`config.mk`:
```
export PLATFORM = sky130hd
export DESIGN_NAME = seq_controller
export DESIGN_NICKNAME = d
export VERILOG_FILES = /design/src/rtl/cpu_pkg.sv /design/src/rtl/seq_controller.sv
export SDC_FILE = /design/constraint.sdc
export NUM_CORES = 1
export LEC_CHECK = 0
export CORE_AREA = 2 2 39 41
export DETAILED_ROUTE_END_ITERATION = 12
export DIE_AREA = 0 0 41 43
export GPL_ROUTABILITY_DRIVEN = 0
export PLACE_DENSITY_LB_ADDON = 0.15
export SLEW_MARGIN = 10
export SYNTH_ARGS = -nofsm -noshare
export SYNTH_HDL_FRONTEND = slang
export SYNTH_SLANG_ARGS = --single-unit
```
`constraint.sdc`:
```
create_clock -name clk -period 3.25 [get_ports clk]
set_clock_uncertainty 0.05 [all_clocks]
set_input_delay 0.4875 -clock clk [delete_from_list [all_inputs] [get_ports clk]]
set_output_delay 0.4875 -clock clk [all_outputs]
set_load 0.02 [all_outputs]
```
`src/rtl/cpu_pkg.sv`:
```
// Shared definitions for the 8-bit accumulator CPU: instruction opcodes,
// ALU operation codes and the sequencer phase encoding.
package cpu_pkg;

    typedef enum logic [2:0] {
        HLT = 3'd0,
        SKZ = 3'd1,
        ADD = 3'd2,
        AND = 3'd3,
        XOR = 3'd4,
        LDA = 3'd5,
        STO = 3'd6,
        JMP = 3'd7
    } opcode_t;

    typedef enum logic [1:0] {
        ALU_ADD  = 2'd0,
        ALU_AND  = 2'd1,
        ALU_XOR  = 2'd2,
        ALU_PASS = 2'd3
    } alu_op_t;

    // Phases 0-7 form the instruction cycle; HALTED sits outside the ring.
    typedef enum logic [3:0] {
        INST_ADDR  = 4'd0,
        INST_FETCH = 4'd1,
        INST_LOAD  = 4'd2,
        IDLE       = 4'd3,
        OP_ADDR    = 4'd4,
        OP_FETCH   = 4'd5,
        ALU_OP     = 4'd6,
        STORE      = 4'd7,
        HALTED     = 4'd8
    } phase_t;

    // Instructions whose result comes back from the ALU into the accumulator.
    function automatic logic is_aluop(opcode_t op);
        return (op == ADD) || (op == AND) || (op == XOR) || (op == LDA);
    endfunction

endpackage

```
`src/rtl/seq_controller.sv`:
```
// Phase sequencer for the accumulator CPU: an eight-phase instruction ring
// plus a sticky HALTED state, with outputs decoded from phase and opcode.
module seq_controller
    import cpu_pkg::*;
(
    input  logic       clk,
    input  logic       rst,
    input  logic [2:0] opcode,
    input  logic       zero,
    output logic       sel,
    output logic       rd,
    output logic       ld_ir,
    output logic       halt,
    output logic       inc_pc,
    output logic       ld_ac,
    output logic       ld_pc,
    output logic       wr,
    output logic       data_e,
    output phase_t     phase
);

    phase_t  phase_next;
    opcode_t op;
    logic    aluop;

    assign op    = opcode_t'(opcode);
    assign aluop = is_aluop(op);

    always_ff @(posedge clk or posedge rst) begin
        if (rst) begin
            phase <= INST_ADDR;
        end else begin
            phase <= phase_next;
        end
    end

    always_comb begin
        phase_next = phase;
        sel        = 1'b0;
        rd         = 1'b0;
        ld_ir      = 1'b0;
        halt       = 1'b0;
        inc_pc     = 1'b0;
        ld_ac      = 1'b0;
        ld_pc      = 1'b0;
        wr         = 1'b0;
        data_e     = 1'b0;

        case (phase)
            INST_ADDR: begin
                sel        = 1'b1;
                phase_next = INST_FETCH;
            end
            INST_FETCH: begin
                sel        = 1'b1;
                rd         = 1'b1;
                phase_next = INST_LOAD;
            end
            INST_LOAD: begin
                sel        = 1'b1;
                rd         = 1'b1;
                ld_ir      = 1'b1;
                phase_next = IDLE;
            end
            IDLE: begin
                sel        = 1'b1;
                rd         = 1'b1;
                ld_ir      = 1'b1;
                phase_next = OP_ADDR;
            end
            OP_ADDR: begin
                inc_pc = 1'b1;
                if (op == HLT) begin
                    halt       = 1'b1;
                    phase_next = HALTED;
                end else begin
                    phase_next = OP_FETCH;
                end
            end
            OP_FETCH: begin
                rd         = aluop;
                phase_next = ALU_OP;
            end
            ALU_OP: begin
                // zero is only consulted here, to skip the next instruction.
                rd         = aluop;
                inc_pc     = (op == SKZ) && zero;
                ld_pc      = (op == JMP);
                data_e     = (op == STO);
                phase_next = STORE;
            end
            STORE: begin
                rd         = aluop;
                ld_ac      = aluop;
                inc_pc     = (op == JMP);
                ld_pc      = (op == JMP);
                wr         = (op == STO);
                data_e     = (op == STO);
                phase_next = INST_ADDR;
            end
            HALTED: begin
                halt       = 1'b1;
                phase_next = HALTED;
            end
            default: begin
                phase_next = INST_ADDR;
            end
        endcase
    end

endmodule

```
# == Word-level counts from Yosys, hierarchy flattened ==
# Cells that the tools add are included.
# word_totals
ff_bits,4
in_bits,6
output_inout_bits,13
elab_cells,39
# classes
n_eq_ne,15
mux,12
n_reduce_logical,11
# op_table
operator,n
$pmux 4 s8,1
$eq 4x3->1 const B,4
$eq 3x3->1 const B,4
$eq 4x2->1 const B,2
$mux 1,7
$eq 3x2->1 const B,2
$reduce_or 3->1,2
$eq 4x1->1 const B,1
$eq 4x4->1 const B,1
$logic_not 4->1,1
$mux 4,1
$pmux 1 s2,2
$reduce_or 2->1,2
$reduce_or 4->1,1
$eq 3x1->1 const B,1
$logic_not 3->1,1
$logic_or 1x1->1,3
$pmux 1 s3,1
$logic_and 1x1->1,1

# == Longest topological paths before layout ==
# logic_depth
ltp_word,5
mapped_depth,4
ltp_nobuf,3

# == Worst setup path after synthesis ==
# OpenSTA, ideal clock, no wires.
# synth_path
kind,reg-to-output
startpoint,register phase[3]
endpoint,output wr
t_arrival_ns,1.528
required_time_ns,2.712
setup_slack_ns,1.185
stages_incl_launch_ff,5
path_buffers,1
cell_sequence,dfrtp_1 > clkdlybuf4s15_2 > nand3b_1 > nor3_2 > and2_1
# synth_via
elab_chain_cells,2
# synth_lines
element,line,source
start: declaration,seq_controller.sv:19,output phase_t phase
start signal: assignment,seq_controller.sv:33,phase <= phase_next;
$eq 4x3->1,seq_controller.sv:49,case (phase)
$mux 1,seq_controller.sv:49,
end: declaration,seq_controller.sv:17,"output logic wr,"
# No other way between the ends.

# == Worst setup path after layout ==
# layout_path
startpoint,input opcode[1]
endpoint,output inc_pc
# layout_via
elab_chain_cells,3
elab_cells_between_ends,4
cone_classes,2 x eq/ne; 1 x mux; 1 x reduce/logical
# layout_lines
element,line,source
start: declaration,seq_controller.sv:8,"input logic [2:0] opcode,"
$eq 3x1->1,seq_controller.sv:87,inc_pc = (op == SKZ) && zero;
$logic_and 1x1->1,seq_controller.sv:87,
$pmux 1 s3 *,seq_controller.sv:49,
end: declaration,seq_controller.sv:14,"output logic inc_pc,"
# Mark *: on every way between the ends. The rest lies on a longest branch, timed or not.

==> results.md <==
* Result of the run: complete, no violations
* Final TNS setup at 0 ps
* Worst min-delay path category: input port to asynchronous set/reset pin
* Final period utilization at 90.5%
* Wire length of the first global-routing pass at about 1.3 mm
* Wire length per cell after detailed routing at 10.3 µm
* Die span in y at 43 µm
* Number of buffers inserted by port buffering at 18
* Sequential fraction of the synthesis area at 29.4%
* Synthesized area at approximately 340 µm²
* Die Span X at 41 µm
* Data required time of the critical path at 2710 ps
* Capture point of the worst reg-to-reg path: phase[3]
* Final count of negative-setup-slack endpoints at 0
* Buffer count from post-CTS setup fixing at 0
* Final HPWL from detailed placement at 577 µm
* Mean post-synth cell area at 8.51 µm²
* Number of antenna violations at the first check in global routing at 0
* Worst Path Class, Setup: input port to output pin
* Largest net degree at the start of global routing at 13
* Series of cell instances along the critical path: clkdlybuf4s50_1 > or4b_1 > a21oi_1 > o21a_1 > clkdlybuf4s50_1
* Number of buffers on the longest clock path at 2
* Number of DRC violations after detailed routing at 0
* Unrepaired setup endpoints after global routing: no
* Inserted Clock Buffers at 3
* Kind of capture point of the worst setup path: output pin
* Cell family with the largest share of critical-path delay: buffers and inverters
* Vias/cell at 4.56
* Proportion of layout cells with a drive suffix above 1 at 8.77%
* Final hold slack at 387 ps
* CP max stage delay at 600 ps
* IR Drop Worst-Case VDD at 0.404 mV
* Number of max-cap violations at 0
* Count of H-tree levels built during CTS at 1
* #FFs+latches synth at 4
* WP data arrival at between 2000 and 2500 ps
* Slew HR at 75.6%
* Startpoint type of the worst setup path: input port
* Combined buffer and inverter count along the critical path at 2
* Total routing resource utilization after global routing at 10.6%
* Register name with the most flops: phase
* Pwr dens at 891 nW/µm²
* Final slew viol count at 0
* Critical path startpoint: opcode[1]
* Most used cell, CP: sky130_fd_sc_hd__clkdlybuf4s50_1
* Post-cts hold buffer count at 0
* Via count of the first global-routing pass at 302
* Clock transition at the registers of the reported paths at roughly 40 ps
* Final period demand of the worst path at 2940 ps
* Layout area overhead at 51.5%
* Count of nets after finishing at 65
* Global route total overflow at 0
* Number of warnings issued by yosys at 0
* Slew at the pin closest to its max-slew limit at around 360 ps
* Number of flip-flops in the largest register at 4
* Leakage power of the design at 0.000192 µW
* Cells on worst reg2reg path at 3
* Worst Path Max Fanout at 5
* Number of inserted diodes at 0
* Ports at 19
* First DRT Iteration DRCs at 2
* End point of the critical path: inc_pc
* Final Hold Viols at 0
* Number of standard-cell rows in the floorplan at 14
* TritonCTS sink count at 4
* Achievable frequency at 0.340 GHz
* Leading cell type in the layout, fill and taps excluded: sky130_fd_sc_hd__clkdlybuf4s50_1
* Worst R2R Setup Slack at 2080 ps
* Worst reg2reg startpoint: phase[3]
* Antenna violation net count after detailed routing at 0
* Most used cells in the layout excluding fill and tap cells: sky130_fd_sc_hd__clkdlybuf4s50_1 (18), sky130_fd_sc_hd__nor3_1 (5), sky130_fd_sc_hd__nor2_1 (4), sky130_fd_sc_hd__inv_1 (4), sky130_fd_sc_hd__dfrtp_1 (4)
* Count of TritonRoute iterations in the first routing pass at 2
* Effective utilization at floorplan at 24.6%
* Cell at the root of the clock tree: sky130_fd_sc_hd__clkbuf_4
* Count of cell instances traversed by the critical path at 5
* Registers with the most flip-flops: phase (4)
* Cell variety after synth at 23
* Total vias in the final route at 333
* Master of the slowest instance on the critical path: sky130_fd_sc_hd__clkdlybuf4s50_1
* Post-cts sizing count at 0
* Synthesized instance count at 40
* Area enclosed by the die boundary at between 1500 and 2000 µm²
* Clock latency reported for the late side of the worst-skew pair at 230 ps
* Post-synthesis net count at 46
* Wire length reported by the detailed router at 753 µm
* TritonCTS clock tree: built
* Core Box Area at 1380 µm²
[cell usage after synthesis]
master | instances | area [µm²]
sky130_fd_sc_hd__o211ai_1 | 1 | 7.51
sky130_fd_sc_hd__nand3_1 | 1 | 5.00
sky130_fd_sc_hd__or4b_1 | 1 | 10.0
sky130_fd_sc_hd__inv_1 | 4 | 15.0
sky130_fd_sc_hd__a211oi_1 | 2 | 15.0
sky130_fd_sc_hd__buf_6 | 2 | 22.5
sky130_fd_sc_hd__nand4_1 | 1 | 6.26
sky130_fd_sc_hd__a21oi_1 | 2 | 10.0
sky130_fd_sc_hd__nor2b_1 | 1 | 6.26
sky130_fd_sc_hd__nor3b_1 | 1 | 7.51
sky130_fd_sc_hd__nand3b_1 | 1 | 7.51
sky130_fd_sc_hd__nor3_2 | 1 | 10.0
sky130_fd_sc_hd__and2_1 | 1 | 6.26
sky130_fd_sc_hd__a311oi_1 | 1 | 8.76
sky130_fd_sc_hd__o21a_1 | 1 | 7.51
sky130_fd_sc_hd__nor2_1 | 4 | 15.0
sky130_fd_sc_hd__xnor2_1 | 2 | 17.5
sky130_fd_sc_hd__nor3_1 | 5 | 25.0
sky130_fd_sc_hd__dfrtp_1 | 4 | 100
sky130_fd_sc_hd__nand2_1 | 1 | 3.75
sky130_fd_sc_hd__clkbuf_8 | 1 | 13.8
sky130_fd_sc_hd__clkdlybuf4s15_2 | 1 | 11.3
sky130_fd_sc_hd__and2b_2 | 1 | 8.76
[power by group]
part | internal, µW | total (µW) | switching, µW
registers | 70.3 | 128 | 57.9
logic | 140 | 272 | 132
clock network | 41.2 | 59.5 | 18.4
[layer usage]
metal | GRT usage, % | routed length [µm]
met1 | 13.9 | 360
met5 | 0 | 0
met4 | 6.00 | 17
met2 | 15.6 | 351
met3 | 1.57 | 24
[how the worst min path moves through the flow]
| stage | end | cells past startpoint | slack [ps] |
|---|---|---|---|
| floorplan | phase[0] | 1 | 200 |
| global placement | phase[1] | 1 | 570 |
| detailed placement | phase[1] | 1 | 550 |
| CTS | phase[1] | 2 | 390 |
| global route | phase[2] | 2 | 390 |
| finish | phase[2] | 2 | 390 |
[cell type report]
cell class	count	area, µm²
sequential	4	100
timing repair buffer	18	180
clock buffer	3	22.5
fill	152	868
multi-input combinational	28	178
inverter	4	15.0
tap	16	20.0
[worst reg2reg max path: stages, from the launching register on]
cell and delay (ps):
sky130_fd_sc_hd__dfrtp_1 490, sky130_fd_sc_hd__and2b_2 260, sky130_fd_sc_hd__a21oi_1 160, sky130_fd_sc_hd__nor3_1 70
[cells by family after synthesis]
kind of cell	count (synthesis)	synth area share, %
DFF	4	29.4
AOI/OAI and AO/OA	7	14.3
and+or+nand+nor	19	32.7
buffers and inverters	8	18.4
xor gates and xnor gates	2	5.15
[per-stage QoR]
stage / instances / worst slack, ps / utilization (%) / cell area (µm²) / total power [µW]
3_3_place_gp: 70 / 282 / 35.6 / 493 / 407
3_5_place_dp: 70 / 307 / 35.6 / 493 / 403
2_1_floorplan: 40 / 1180 / - / 340 / 314
5_1_grt: 73 / 220 / 37.3 / 515 / 500
4_1_cts: 73 / 299 / 37.3 / 515 / 465
6_report: 73 / 309 / 37.3 / 515 / 459
Power figures use the tool's default switching activity.
